## src/rtl/zbuff_rmw_ctrl_if.sv

```systemverilog
// Sample handshake, clear control, SRAM port and statistics bundle for the z-buffer depth sequencer.
// master = upstream/SRAM side, slave = the controller.
interface zbuff_rmw_ctrl_if #(
  parameter int SIGFIG = 24,
  parameter int COLORP = 12,
  parameter int W_L2   = 6,
  parameter int H_L2   = 6,
  parameter int SS_L2  = 2
);
  localparam int AW = W_L2 + H_L2 + 2 * SS_L2;
  localparam int DW = SIGFIG + 3 * COLORP;

  logic [1:0]        ss_w_lg2_U;
  logic              clear_req_H;
  logic              clear_busy_H;
  logic              clear_done_H;
  logic              in_valid_H;
  logic              in_ready_H;
  logic [W_L2-1:0]   x_ind_U;
  logic [H_L2-1:0]   y_ind_U;
  logic [SS_L2-1:0]  x_ss_U;
  logic [SS_L2-1:0]  y_ss_U;
  logic [SIGFIG-1:0] depth_U;
  logic [SIGFIG-1:0] color_U [3];
  logic              mem_en_H;
  logic              mem_we_H;
  logic [AW-1:0]     mem_addr_U;
  logic [DW-1:0]     mem_wdata_U;
  logic [DW-1:0]     mem_rdata_U;
  logic [31:0]       pass_cnt_U;
  logic [31:0]       fail_cnt_U;

  modport master (
    output ss_w_lg2_U, clear_req_H, in_valid_H, x_ind_U, y_ind_U, x_ss_U, y_ss_U,
           depth_U, color_U, mem_rdata_U,
    input  clear_busy_H, clear_done_H, in_ready_H, mem_en_H, mem_we_H, mem_addr_U,
           mem_wdata_U, pass_cnt_U, fail_cnt_U
  );

  modport slave (
    input  ss_w_lg2_U, clear_req_H, in_valid_H, x_ind_U, y_ind_U, x_ss_U, y_ss_U,
           depth_U, color_U, mem_rdata_U,
    output clear_busy_H, clear_done_H, in_ready_H, mem_en_H, mem_we_H, mem_addr_U,
           mem_wdata_U, pass_cnt_U, fail_cnt_U
  );
endinterface

```

## src/rtl/zbuff_rmw_ctrl.sv

```systemverilog
// Z-buffer depth-test sequencer: read-compare-conditional-write per sample on a single-port
// depth/color SRAM, plus a full-buffer clear sweep.
module zbuff_rmw_ctrl #(
  parameter int SIGFIG = 24,
  parameter int COLORP = 12,
  parameter int W_L2   = 6,
  parameter int H_L2   = 6,
  parameter int SS_L2  = 2
) (
  input  logic            clk,
  input  logic            rst,
  zbuff_rmw_ctrl_if.slave bus
);
  localparam int AW   = W_L2 + H_L2 + 2 * SS_L2;
  localparam int DW   = SIGFIG + 3 * COLORP;
  localparam int SSLW = (SS_L2 < 2) ? 1 : $clog2(SS_L2 + 1);
  localparam logic [DW-1:0] CLR_WORD = {{SIGFIG{1'b1}}, {(3 * COLORP){1'b0}}};

  typedef enum logic [1:0] {ST_IDLE, ST_CMP, ST_CLEAR} state_t;

  function automatic logic [SSLW-1:0] clamp_ssl(input logic [1:0] ss);
    if (int'(ss) > SS_L2) return SSLW'(SS_L2);
    return SSLW'(ss);
  endfunction

  // Pixel index sits above the subsample field; subsample bits beyond ssl are masked off.
  function automatic logic [AW-1:0] sample_addr(input logic [SSLW-1:0] ssl,
                                                input logic [H_L2-1:0] y, input logic [W_L2-1:0] x,
                                                input logic [SS_L2-1:0] ys, input logic [SS_L2-1:0] xs);
    logic [AW-1:0] m;
    m = (AW'(1) << ssl) - AW'(1);
    return (AW'({y, x}) << (2 * ssl)) | ((AW'(ys) & m) << ssl) | (AW'(xs) & m);
  endfunction

  state_t              state_reg, state_next;
  logic [AW-1:0]       addr_reg;
  logic [SIGFIG-1:0]   depth_reg;
  logic [3*COLORP-1:0] color_reg;
  logic                pend_reg;
  logic [SSLW-1:0]     ssl_reg;
  logic [AW-1:0]       clr_addr_reg;
  logic                done_reg;
  logic [31:0]         pass_cnt_reg, fail_cnt_reg;

  logic [SSLW-1:0]     in_ssl;
  logic [AW-1:0]       in_addr;
  logic [3*COLORP-1:0] color_pk;
  logic [AW-1:0]       clr_last;
  logic                depth_win;
  logic                accept, clr_start;
  logic                en_c, we_c, rdy_c;
  logic [AW-1:0]       addr_c;
  logic [DW-1:0]       wdata_c;

  for (genvar gi = 0; gi < 3; gi++) begin : g_color
    assign color_pk[(2-gi)*COLORP +: COLORP] = bus.color_U[gi][COLORP-1:0];
  end

  assign in_ssl    = clamp_ssl(bus.ss_w_lg2_U);
  assign in_addr   = sample_addr(in_ssl, bus.y_ind_U, bus.x_ind_U, bus.y_ss_U, bus.x_ss_U);
  assign clr_last  = {AW{1'b1}} >> (2 * (SS_L2 - int'(ssl_reg)));
  assign depth_win = depth_reg < bus.mem_rdata_U[DW-1 -: SIGFIG];

  always_comb begin
    state_next = state_reg;
    en_c       = 1'b0;
    we_c       = 1'b0;
    rdy_c      = 1'b0;
    addr_c     = '0;
    wdata_c    = '0;
    accept     = 1'b0;
    clr_start  = 1'b0;
    case (state_reg)
      ST_IDLE: begin
        // A clear request (new or deferred from CMP) wins over a waiting sample.
        if (pend_reg || bus.clear_req_H) begin
          clr_start  = 1'b1;
          state_next = ST_CLEAR;
        end else begin
          rdy_c = 1'b1;
          if (bus.in_valid_H) begin
            accept     = 1'b1;
            en_c       = 1'b1;
            addr_c     = in_addr;
            state_next = ST_CMP;
          end
        end
      end
      ST_CMP: begin
        if (depth_win) begin
          en_c    = 1'b1;
          we_c    = 1'b1;
          addr_c  = addr_reg;
          wdata_c = {depth_reg, color_reg};
        end
        state_next = ST_IDLE;
      end
      ST_CLEAR: begin
        en_c    = 1'b1;
        we_c    = 1'b1;
        addr_c  = clr_addr_reg;
        wdata_c = CLR_WORD;
        if (clr_addr_reg == clr_last) state_next = ST_IDLE;
      end
      default: state_next = ST_IDLE;
    endcase
  end

  always_ff @(posedge clk) begin
    if (rst) begin
      state_reg    <= ST_IDLE;
      addr_reg     <= '0;
      depth_reg    <= '0;
      color_reg    <= '0;
      pend_reg     <= 1'b0;
      ssl_reg      <= '0;
      clr_addr_reg <= '0;
      done_reg     <= 1'b0;
      pass_cnt_reg <= '0;
      fail_cnt_reg <= '0;
    end else begin
      state_reg <= state_next;
      done_reg  <= (state_reg == ST_CLEAR) && (state_next == ST_IDLE);
      if (accept) begin
        addr_reg  <= in_addr;
        depth_reg <= bus.depth_U;
        color_reg <= color_pk;
      end
      if (clr_start) begin
        ssl_reg      <= in_ssl;
        clr_addr_reg <= '0;
        pend_reg     <= 1'b0;
        pass_cnt_reg <= '0;
        fail_cnt_reg <= '0;
      end else if (state_reg == ST_CLEAR) begin
        clr_addr_reg <= clr_addr_reg + AW'(1);
      end
      if (state_reg == ST_CMP) begin
        if (bus.clear_req_H) pend_reg <= 1'b1;
        if (depth_win) pass_cnt_reg <= pass_cnt_reg + 32'd1;
        else           fail_cnt_reg <= fail_cnt_reg + 32'd1;
      end
    end
  end

  // Reset gates the combinational outputs so an abort stops SRAM traffic in the same cycle.
  assign bus.mem_en_H     = en_c & ~rst;
  assign bus.mem_we_H     = we_c & ~rst;
  assign bus.mem_addr_U   = rst ? '0 : addr_c;
  assign bus.mem_wdata_U  = rst ? '0 : wdata_c;
  assign bus.in_ready_H   = rdy_c & ~rst;
  assign bus.clear_busy_H = (state_reg == ST_CLEAR) & ~rst;
  assign bus.clear_done_H = done_reg & ~rst;
  assign bus.pass_cnt_U   = pass_cnt_reg;
  assign bus.fail_cnt_U   = fail_cnt_reg;
endmodule

```

## src/flat_wrapper.sv

```systemverilog
// flat-port wrapper written by rule: the top's interface ports become plain ports
module zbuff_rmw_ctrl_flat 
#(
  parameter int SIGFIG = 24,
  parameter int COLORP = 12,
  parameter int W_L2   = 6,
  parameter int H_L2   = 6,
  parameter int SS_L2  = 2
)
  (clk, rst, bus_ss_w_lg2_U, bus_clear_req_H, bus_in_valid_H, bus_x_ind_U, bus_y_ind_U, bus_x_ss_U, bus_y_ss_U, bus_depth_U, bus_color_U, bus_mem_rdata_U, bus_clear_busy_H, bus_clear_done_H, bus_in_ready_H, bus_mem_en_H, bus_mem_we_H, bus_mem_addr_U, bus_mem_wdata_U, bus_pass_cnt_U, bus_fail_cnt_U);
  zbuff_rmw_ctrl_if #(.SIGFIG(SIGFIG), .COLORP(COLORP), .W_L2(W_L2), .H_L2(H_L2), .SS_L2(SS_L2)) bus_i ();
  input  logic clk;
  input  logic rst;
  input wire logic [$bits(bus_i.ss_w_lg2_U)-1:0] bus_ss_w_lg2_U;
  input wire logic [$bits(bus_i.clear_req_H)-1:0] bus_clear_req_H;
  input wire logic [$bits(bus_i.in_valid_H)-1:0] bus_in_valid_H;
  input wire logic [$bits(bus_i.x_ind_U)-1:0] bus_x_ind_U;
  input wire logic [$bits(bus_i.y_ind_U)-1:0] bus_y_ind_U;
  input wire logic [$bits(bus_i.x_ss_U)-1:0] bus_x_ss_U;
  input wire logic [$bits(bus_i.y_ss_U)-1:0] bus_y_ss_U;
  input wire logic [$bits(bus_i.depth_U)-1:0] bus_depth_U;
  input wire logic [$bits(bus_i.color_U)-1:0] bus_color_U;
  input wire logic [$bits(bus_i.mem_rdata_U)-1:0] bus_mem_rdata_U;
  output wire logic [$bits(bus_i.clear_busy_H)-1:0] bus_clear_busy_H;
  output wire logic [$bits(bus_i.clear_done_H)-1:0] bus_clear_done_H;
  output wire logic [$bits(bus_i.in_ready_H)-1:0] bus_in_ready_H;
  output wire logic [$bits(bus_i.mem_en_H)-1:0] bus_mem_en_H;
  output wire logic [$bits(bus_i.mem_we_H)-1:0] bus_mem_we_H;
  output wire logic [$bits(bus_i.mem_addr_U)-1:0] bus_mem_addr_U;
  output wire logic [$bits(bus_i.mem_wdata_U)-1:0] bus_mem_wdata_U;
  output wire logic [$bits(bus_i.pass_cnt_U)-1:0] bus_pass_cnt_U;
  output wire logic [$bits(bus_i.fail_cnt_U)-1:0] bus_fail_cnt_U;
  assign bus_i.ss_w_lg2_U = bus_ss_w_lg2_U;
  assign bus_i.clear_req_H = bus_clear_req_H;
  assign bus_i.in_valid_H = bus_in_valid_H;
  assign bus_i.x_ind_U = bus_x_ind_U;
  assign bus_i.y_ind_U = bus_y_ind_U;
  assign bus_i.x_ss_U = bus_x_ss_U;
  assign bus_i.y_ss_U = bus_y_ss_U;
  assign bus_i.depth_U = bus_depth_U;
  assign bus_i.color_U = {>>{bus_color_U}};
  assign bus_i.mem_rdata_U = bus_mem_rdata_U;
  assign bus_clear_busy_H = bus_i.clear_busy_H;
  assign bus_clear_done_H = bus_i.clear_done_H;
  assign bus_in_ready_H = bus_i.in_ready_H;
  assign bus_mem_en_H = bus_i.mem_en_H;
  assign bus_mem_we_H = bus_i.mem_we_H;
  assign bus_mem_addr_U = bus_i.mem_addr_U;
  assign bus_mem_wdata_U = bus_i.mem_wdata_U;
  assign bus_pass_cnt_U = bus_i.pass_cnt_U;
  assign bus_fail_cnt_U = bus_i.fail_cnt_U;
  zbuff_rmw_ctrl #(.SIGFIG(SIGFIG), .COLORP(COLORP), .W_L2(W_L2), .H_L2(H_L2), .SS_L2(SS_L2)) u_core (.clk(clk), .rst(rst), .bus(bus_i));
endmodule
```

## config.mk

```make
export PLATFORM = sky130hd
export DESIGN_NAME = zbuff_rmw_ctrl_flat
export DESIGN_NICKNAME = d
export VERILOG_FILES = /design/src/rtl/zbuff_rmw_ctrl_if.sv /design/src/rtl/zbuff_rmw_ctrl.sv /design/src/flat_wrapper.sv
export SDC_FILE = /design/constraint.sdc
export NUM_CORES = 1
export LEC_CHECK = 0
export ABC_AREA = 1
export CAP_MARGIN = 15
export CORE_ASPECT_RATIO = 1.2
export CORE_MARGIN = 2
export CORE_UTILIZATION = 42
export CTS_CLUSTER_SIZE = 25
export DETAILED_ROUTE_END_ITERATION = 6
export GPL_ROUTABILITY_DRIVEN = 0
export PLACE_DENSITY = 0.85
export SYNTH_ARGS = -nofsm -noshare
export SYNTH_HDL_FRONTEND = slang
export SYNTH_SLANG_ARGS = --single-unit
```

## constraint.sdc

```tcl
create_clock -name clk -period 2 [get_ports clk]
set_input_delay 0.3 -clock clk [delete_from_list [all_inputs] [get_ports clk]]
set_output_delay 0.3 -clock clk [all_outputs]
set_load 0.005 [all_outputs]
```

# Word level (Yosys, flattened, before mapping)
# Index checks and enable logic that the tools add are counted.
# W data, S select, Z words.
# word_totals
ff_bits	162
latch_bits	0
ramBits	0
romBits	0
output_inout_bits	145
word_cells	73
n_memories	0
# classes
add_sub_neg	5
mul	0
n_div	0
magnitude_cmp	2
n_eq_ne	3
shift	4
muxes	34
bitwise_logic	10
reduce_logical	5
# op_table
operator	n
$mux W32	6
$mux W60	2
$pmux W60 S2	1
$add A32 B1 Y32 const B	2
$mux W16	4
$pmux W16 S3	1
$and A2 B16 Y16	2
$or A16 B16 Y16	2
$shr A16 B32 Y16 const A	1
$lt A24 B24 Y1	1
$add A16 B1 Y16 const B	1
$eq A16 B16 Y1	1
$shl A1 B2 Y16 const A	1
$shl A12 B3 Y16	1
$shl A16 B2 Y16	1
$sub A16 B2 Y16 const B	1
$mux W1	12
$mux W2	5
$and A1 B1 Y1	5
$logic_not A2 Y1	2
$pmux W2 S2	1
$pmux W1 S3	1
$sub A2 B2 Y3 const A	1
$eq A2 B1 Y1 const B	1
7 further kinds	7

# Logic depth before layout (Yosys ltp)
# Gate-level depths: netlist (run 1).
# depth
ltp_word	13
mapped_depth	16

# Worst setup path after synthesis (run 1)
# No wires, ideal clock.
# synth_path
kind	input to output
startpoint	in bus_mem_rdata_U[41]
endpoint	out bus_mem_wdata_U[16]
t_arrival_ps	1724
t_required_ps	1700
slack_ps	-24
stages	12
n_path_buf	3
path_cell_list	inv_1 > ha_1 > a21oi_1 > nor2_1 > nor3_1 > nand2_1 > nand2_2 > buf_6 > nand3_4 > buf_6 > buf_6 > nor3_2
# synth_via
elab_chain_len	4
# synth_rtl
element	line	source
from (decl)	flat_wrapper.sv:23	input wire logic [$bits(bus_i.mem_rdata_U)-1:0] bus_mem_rdata_U;
$lt A24 B24 Y1	zbuff_rmw_ctrl.sv:62	assign depth_win = depth_reg < bus.mem_rdata_U[DW-1 -: SIGFIG];
$mux W60	zbuff_rmw_ctrl.sv:90	if (depth_win) begin
$pmux W60 S2	zbuff_rmw_ctrl.sv:73	case (state_reg)
$mux W60	zbuff_rmw_ctrl.sv:150	assign bus.mem_wdata_U = rst ? '0 : wdata_c;
to (decl)	flat_wrapper.sv:30	output wire logic [$bits(bus_i.mem_wdata_U)-1:0] bus_mem_wdata_U;
# Every way passes these cells.

# Worst setup path after layout (run 1)
# layout_path
startpoint	reg u_core.depth_reg[7]
endpoint	out bus_mem_wdata_U[47]
# layout_via
elab_chain_len	4
# layout_rtl
element	line	source
from (decl)	zbuff_rmw_ctrl.sv:37	logic [SIGFIG-1:0] depth_reg;
from (signal assigned)	zbuff_rmw_ctrl.sv:126	depth_reg <= bus.depth_U;
$lt A24 B24 Y1	zbuff_rmw_ctrl.sv:62	
$mux W60	zbuff_rmw_ctrl.sv:90	
$pmux W60 S2	zbuff_rmw_ctrl.sv:73	
$mux W60	zbuff_rmw_ctrl.sv:150	
# Every way passes these cells.

==> flow_summary.toml, run 1 <==
[setup_path]
worstPathArrival_ns = 2.73
critical_path.startpoint = "u_core.depth_reg[7]"
path_cells = "ha_4, nand2_1, nor2_1, nor3_1, nand2_1, nand2_2, nand3_4, nand2_8, buf_12, nand2_8, buf_6, buf_6, nor2_4, clkbuf_2"
worstPathRequired_ns = 1.70
setup.worst_path.end_class = "primary output"
cp_slowest_cell = "dfxtp_2"
crit_path_start_kind = "register"
r2r_start = "u_core.depth_reg[23]"
path_max_fanout = 5
cpPeakStageDelay_ns = 0.38
worstSetupPathType = "reg -> out"

[outcome]
status = "complete, but fails checks"
violations = "DRC, setup timing"

[timing]
timing.final.crit_share_pct = 151.7
layout_setup_ws_ns = -1.035
max_freq_mhz = 329.5
slew_headroom_pct = 40.74
rsz0062_at_grt = "true"
period_needed_ns = 3.035
holdWs_ns = 0.3055
final_hold_viol_count = 0
maxSlewViolCount = 0
fin_skew_ns = 0.02143
setup_viol_count_final = 158
worstMarginPinSlew_ns = 0.8889
fin_setup_tns_ns = -91.53

[synth]
synth.area.top_cells = "dfxtp_1 33%, nand2_1 12%, nor2_1 8.7%, a21oi_1 8.1%, inv_1 6.6%"
ys_ff_latch = 162
ys_dominant_reg_cell = "dfxtp_1"
syn-cell-area_sq_um = 9688
async_reset_ff_share_pct = 0
synth_common_cells = "322 x nand2_1, 225 x nor2_1, 171 x inv_1"
synth_seq_area_share_pct = 33.48
syn_avg_cell_area_sq_um = 6.645
syn-num-nets = 1669
synth.most_common_cell = "nand2_1"
synth_top_area_share_pct = 33.48
yosysWarnings = 0
synth_cell_types = 39
synth_top_cell_by_area = "dfxtp_1"
synth_edf_count = 0
synth_cells = 1458

[clock_network]
cts_buffers = 17
cts_sinks = 162
clk_transition_reported_paths_ns = 0.07
h-tree-depth = 4
cts_root_buf = "clkbuf_16"
cts.path.max_buffers = 2
clk_latency_ns = 0.44
cts_tree = "built"

[floorplan]
coreArea_sq_um = 22520
row_count = 60
dieWidth_um = 142.6
start_util_pct = 43.02
die_h_um = 170.4
ioPinCount = 323
die-area_sq_um = 24300

[finish]
final_area_sq_um = 14910
finish.utilization_pct = 66.22
largest_reg_flops = 36
finalNetCount = 2036
drive_gt1_share_pct = 22.37
area_growth_pct = 53.95

[grt]
grt_max_degree = 99
track_usage_pct = 26.80
grt-ovfl-total = 0
antenna_found_initial = 1
grt_pass1_wl_mm = 52.50
grt_pass1_vias = 10780

[power]
max-vdd-ir-drop_v = 0.0005661
leakagePower_nw = 6.490
power_density_nw_per_um2 = 574.0
power.total_mw = 8.561

[detailed_routing]
drc_errors = 25
wl_per_cell_um = 17.86
via_per_inst = 5.542
wirelength_mm = 37.81
ant_nets = 0
drt_iter0_markers = 1028
dr.pass1.iters = 7
routed-via-count = 11730

[worst_hold_path]
min_path_type = "in -> reg"
holdCritStartpoint = "rst"

[job]
cap_violations = 0

[placement]
place_area_sq_um = 13170
dp_hpwl_mm = 23.14
place.port_buffers = 250
-- power breakdown --
group | leakage, nW | total, mW | internal [mW] | switching, mW
registers | 1.32 | 3.50 | 3.38 | 0.125
clock network | 0.262 | 3.25 | 1.73 | 1.51
logic | 4.90 | 1.81 | 0.849 | 0.964
total | 6.49 | 8.56 | 5.96 | 2.60
-- cell families (layout without fill, tap and decap cells) --
family                     count (synthesis)  after routing  synth area share, %
AOI/OAI and AO/OA                        256            256                14.57
xor gates and xnor gates                  62             62                5.605
adders and majority gates                 33             33                4.262
buffers and inverters                    244            618                10.63
DFF                                      162            162                33.48
muxes                                      1              1               0.1033
other                                      0              1                    0
and+or+nand+nor                          700            705                31.36
-- worst max-delay path: cells and delay by family (launching register included) --
family	cells	cell delay, ns
flops	1	0.38
buf+inv	4	0.52
simple gates	9	1.17
fa+ha+maj	1	0.22
-- final cells by class --
| class | instances | area (sq um) |
|---|---|---|
| fill | 1726 | 7607 |
| multi-input combinational | 1057 | 6118 |
| timing repair buffer | 413 | 3969 |
| sequential | 162 | 3264 |
| inverter | 174 | 653.1 |
| clock buffer | 18 | 429.2 |
| tap | 279 | 349.1 |
| clock inverter | 13 | 128.9 |
| antenna | 1 | 2.502 |
-- placed cells by master, fill, tap and decap left out, drive strengths merged, types with 28 or more instances in the layout --
| cell | n |
|---|---|
| nand2 | 332 |
| ha | 33 |
| nor2 | 225 |
| clkdlybuf4s50 | 156 |
| xor2 | 45 |
| nand3 | 32 |
| nand4 | 34 |
| o21ai | 57 |
| a21oi | 174 |
| dfxtp | 162 |
| nor3 | 73 |
| inv | 177 |
| dlymetal6s2s | 28 |
| buf | 178 |
| clkbuf | 45 |
-- per-layer routing --
metal / wire length, um / track usage [%] / share of wire (%)
met1: 13660 / 30.29 / 36
met2: 18490 / 46.32 / 49
met3: 2986 / 6.106 / 7.9
met4: 2675 / 15.11 / 7.1
met5: 0 / 0 / 0
-- per-stage QoR --
step           worst slack [ns]  cells
2_1_floorplan          0.001963   1458
3_3_place_gp             -1.014   2032
3_5_place_dp             -1.083   2032
4_1_cts                 -0.9499   2079
5_1_grt                  -1.058   2117
6_report                 -1.035   2117
-- final timing paths --
kind,endpoint,slack [ns],depth (start not counted)
worst min register to register,u_core.color_reg[12],0.47,2
worst max-delay path,bus_mem_wdata_U[47],-1.03,14
worst min-delay path,u_core.pend_reg,0.31,3
worst max register to register,u_core.bus.pass_cnt_U[19],-0.55,15
-- repair_timing --
| item | CTS | global route |
|---|---|---|
| hold buffers | 0 | 0 |
| setup endpoints to repair | 152 | 206 |
| pin swaps | 30 | 26 |
| hold endpoints to repair | 0 | 0 |
| cloned | 6 | 5 |
| buffers inserted | 11 | 33 |
| resized for setup | 108 | 246 |
Note: power is estimated with default switching activity, not from simulation.
==> inputs of run 2 (changes only) <==
CORE_UTILIZATION = 46   (was 42)
PLACE_DENSITY = 0.88   (was 0.85)
clock period = 3.2 ns   (was 2 ns; I/O delays follow)
==> flow_summary.toml, run 2 (synthesized netlist as in run 1, its figures left out) <==
[outcome]
status = "complete, but fails checks"
violations = "DRC, setup timing"

[finish]
drive_gt1_share_pct = 14.38
largest_reg_flops = 36
area_growth_pct = 40.84
fillCellCount = 1700
finalNetCount = 1923
final_common_cell = "nand2_1"
layout_common_cells = "308 x nand2_1, 198 x nor2_1, 166 x clkdlybuf4s50_1"
diodes = 0
final_area_sq_um = 13640

[grt]
track_usage_pct = 26.73
grt_pass1_vias = 10180
grt_max_degree = 80
antenna_found_initial = 0
grt-ovfl-total = 0
grt_pass1_wl_mm = 47.93

[clock_network]
cts_tree = "built"
cts_sinks = 162
cts.path.max_buffers = 2
h-tree-depth = 4
clk_transition_reported_paths_ns = 0.06
cts_root_buf = "clkbuf_16"
cts_buffers = 17
cts-hold-fix-buffers = 0
clk_latency_ns = 0.43

[setup_path]
path_max_fanout = 19
worstPathRequired_ns = 2.72
worstSetupPathType = "in -> out"
setup.worst_path.end_class = "primary output"
regToRegSetupSlack_ns = 0.72
worstPathArrival_ns = 2.89
crit_path_start_kind = "primary input"

[timing]
worstMarginPinSlew_ns = 0.6647
holdWs_ns = 0.4307
slew_headroom_pct = 55.69
final_hold_viol_count = 0
max_freq_mhz = 296.9
period_needed_ns = 3.368
timing.final.crit_share_pct = 105.3
fin_skew_ns = 0.01692
maxSlewViolCount = 0
layout_setup_ws_ns = -0.1680
setup_viol_count_final = 12
rsz0062_at_grt = "true"

[power]
leakagePower_nw = 5.897
power_density_nw_per_um2 = 376.1
power.total_mw = 5.131
max-vdd-ir-drop_v = 0.0003884

[floorplan]
ioPinCount = 323
die-area_sq_um = 22240
start_util_pct = 46.52
coreArea_sq_um = 20830
die_h_um = 163.0
row_count = 58
dieWidth_um = 136.5

[detailed_routing]
ant_nets = 0
wirelength_mm = 33.03
via_per_inst = 5.476
dr.pass1.iters = 7
drc_errors = 2
drt_iter0_markers = 1088
routed-via-count = 10920
wl_per_cell_um = 16.56

[placement]
place_area_sq_um = 12420
pre_cts_ws_ns = -0.2507
dp_hpwl_mm = 21.29
place.port_buffers = 250

[worst_hold_path]
min_path_type = "in -> reg"

[job]
cap_violations = 0
[run 2: changes by cell type in the layout (fill, tap and decap cells not counted), moves of 8 or more]
cell	before	now
dfxtp_2	11	0
a21oi_1	143	152
dfxtp_1	149	162
buf_12	14	6
buf_4	117	38
buf_6	26	8
clkdlybuf4s50_1	156	166
a21oi_2	30	20
nor2_4	21	11
clkbuf_2	26	9
[run 2: power by group]
| part | switching (mW) | leakage, nW | internal (mW) |
|---|---|---|---|
| clock network | 0.902 | 0.267 | 1.10 |
| logic | 0.523 | 4.31 | 0.412 |
| registers | 0.0822 | 1.32 | 2.11 |
| total | 1.51 | 5.90 | 3.62 |
[run 2: worst max-delay path, cell delays in order]
cell and delay (ns):
clkdlybuf4s50_1 0.51, inv_1 0.09, ha_4 0.25, nand2_1 0.09, inv_1 0.05, nand2_1 0.05
nand2_1 0.05, nand2_1 0.07, nand2_1 0.07, nand2_2 0.12, buf_12 0.18, nand4_1 0.10
a21oi_1 0.18, clkdlybuf4s50_1 0.58
[run 2: worst paths after layout]
kind                             start                        end  depth (start not counted)
setup reg to reg  u_core.depth_reg[15]   u_core.bus.pass_cnt_U[5]                         11
setup / recovery   bus_mem_rdata_U[39]          bus_mem_addr_U[5]                         14
hold reg to reg    u_core.color_reg[6]        u_core.color_reg[6]                          2
hold / removal                     rst  u_core.bus.fail_cnt_U[31]                          2
[run 2: layout make-up]
type	instances	area, sq um	share of cell area, %
clock buffer	19	442.9	3.246
clock inverter	13	126.4	0.9262
inverter	174	653.1	4.787
multi-input combinational	1055	5916	43.36
sequential	162	3243	23.77
tap	270	337.8	2.476
timing repair buffer	302	2925	21.44
[run 2: what timing repair did]
| action | 4_1_cts | 5_1_grt |
|---|---|---|
| cloned | 2 | 2 |
| buffers inserted | 5 | 21 |
| gates resized for setup | 114 | 167 |
| endpoints found under the setup margin | 78 | 70 |
| pin swaps | 1 | 30 |
[run 2: routing by layer]
layer  up-vias  share of wire [%]  track usage [%]
met3       153                7.2            7.065
met4         0                6.1            12.88
li1       5207                  -                -
met2       567                 49            47.23
met1      4997                 37            29.38
met5         -                  0                0
[run 2: per-stage QoR]
stage / cells / utilization, % / setup TNS (ns)
detailed placement: 1936 / 59.63 / -14.84
finish: 1995 / 65.51 / -0.7746
global placement: 1936 / 59.63 / -11.95
CTS: 1975 / 62.60 / -6.725
global route: 1995 / 65.51 / -4.829
floorplan: 1458 / - / 0
==> inputs of run 3 (changes only) <==
CORE_ASPECT_RATIO = default   (was 1.2)
==> flow_summary.toml, run 3 (synthesized netlist as in run 1, its figures left out) <==
[setup_path]
r2r_start = "u_core.depth_reg[7]"
worstPathRequired_ns = 2.72
cpLargestDelayFamily = "buffers and inverters"
cpPeakStageDelay_ns = 0.54
cp_slowest_cell = "clkdlybuf4s50_1"
setup.worst_path.end_class = "primary output"
worstReg2RegEnd = "u_core.bus.pass_cnt_U[1]"
worstPathArrival_ns = 2.80
worstSetupPathType = "in -> out"
crit_buf_inv = 4
crit_path_start_kind = "primary input"
path_max_fanout = 17
reg2regPathDepth = 13
regToRegSetupSlack_ns = 0.80
path_cells = "clkdlybuf4s50_1, inv_1, ha_4, a21oi_2, nand2_1, nand2_1, nand2_2, nand2_4, buf_6, nand4_1, a21oi_1, clkdlybuf4s50_1"

[floorplan]
dieWidth_um = 149.1
row_count = 53
die_h_um = 149.1
die-area_sq_um = 22240
coreArea_sq_um = 20820
ioPinCount = 323
start_util_pct = 46.53

[detailed_routing]
via_per_inst = 5.399
drt_iter0_markers = 878
wl_per_cell_um = 15.53
dr.pass1.iters = 5
routed-via-count = 10780
ant_nets = 0
wirelength_mm = 31.00
drc_errors = 0

[timing]
rsz0062_at_grt = "true"
maxSlewViolCount = 0
final_hold_viol_count = 0
holdWs_ns = 0.4190
fin_skew_ns = 0.01593
layout_setup_ws_ns = -0.08194
slew_headroom_pct = 34.42
timing.final.crit_share_pct = 102.6
worstMarginPinSlew_ns = 0.9837
max_freq_mhz = 304.7
setup_viol_count_final = 7
period_needed_ns = 3.282

[finish]
largest_reg_flops = 36
finalNetCount = 1919
diodes = 0
ff_latch_area_sq_um = 3243
final_common_cell = "nand2_1"
layout_common_cells = "311 x nand2_1, 217 x nor2_1, 162 x dfxtp_1"
fillCellCount = 1725
drive_gt1_share_pct = 12.73
area_growth_pct = 41.06
multiInputGateArea_sq_um = 5831

[outcome]
status = "complete, but fails checks"
violations = "setup timing"

[power]
max-vdd-ir-drop_v = 0.0003327
power_density_nw_per_um2 = 384.5
leakagePower_nw = 5.837

[grt]
grt-ovfl-total = 0
grt_use_met3_pct = 5.505
grt_max_degree = 104
grt_pass1_wl_mm = 47.53
antenna_found_initial = 0
grt_busiest_layer = "met2"
use_met2_pct = 43.96
grtUsageMet1_pct = 32.95
grt_pass1_vias = 9904
track_usage_pct = 26.18

[worst_hold_path]
hold_end = "u_core.state_reg[1]"
holdCritStartpoint = "rst"
min_path_type = "in -> reg"
hold_path_depth = 2

[placement]
place.port_buffers = 250
pre_cts_ws_ns = -0.2562
dp_hpwl_mm = 21.62

[clock_network]
clk_latency_ns = 0.43
cts_buffers = 17
clk_transition_reported_paths_ns = 0.06
cts.path.max_buffers = 2
cts-hold-fix-buffers = 0
cts_root_buf = "clkbuf_16"
h-tree-depth = 4
cts_sinks = 162
cts_tree = "built"

[job]
cap_violations = 0
## run 3: worst max-delay path by stage
stage / startpoint / cells after the start / endpoint / slack (ns)
finish: bus_mem_rdata_U[39] / 12 / bus_mem_addr_U[12] / -0.08
CTS: bus_mem_rdata_U[57] / 12 / bus_mem_addr_U[12] / -0.16
floorplan: bus_mem_rdata_U[41] / 12 / bus_mem_wdata_U[16] / 0.82
global route: bus_mem_rdata_U[40] / 12 / bus_mem_addr_U[13] / -0.14
global placement: bus_mem_rdata_U[57] / 12 / bus_mem_addr_U[1] / -0.26
detailed placement: bus_mem_rdata_U[57] / 12 / bus_mem_addr_U[1] / -0.26
## run 3: area by class of cell
type	count	share of cell area, %
inverter	174	4.779
timing repair buffer	299	21.71
clock inverter	12	1.328
multi-input combinational	1054	42.67
sequential	162	23.73
clock buffer	20	3.269
tap	275	2.518
## run 3: layer usage
metal	part of all wire, %	wire length, um	up-vias
li1	-	-	5193
met1	41	12810	5000
met2	47	14710	510
met3	7.9	2453	73
met4	3.3	1029	0
met5	0	0	-
## run 3: metrics by stage
step                      cell area [sq um]  utilization, %  total power [mW]  TNS [ns]  std cells
final                                 13670           65.63             5.254   -0.3288       1996
after global routing                  13670           65.63             5.459    -1.157       1996
after CTS                             13060           62.70             5.159    -2.801       1975
after detailed placement              12430           59.69             2.998    -13.83       1941
after global placement                12430           59.69             2.972    -11.56       1941
after floorplan                        9688               -             2.640         0       1458
## run 3: timing repair
| item | CTS | global route |
|---|---|---|
| gates cloned | 0 | 4 |
| pin swaps | 0 | 31 |
| gates resized for setup | 74 | 166 |
| hold endpoints to repair | 0 | 0 |
| setup buffers | 2 | 17 |
| setup endpoints to repair | 78 | 77 |
## run 3: where the power goes
group,internal (mW),switching [mW],leakage (nW)
Combinational,0.401,0.480,4.23
Clock,1.33,0.848,0.293
Sequential,2.11,0.0838,1.32
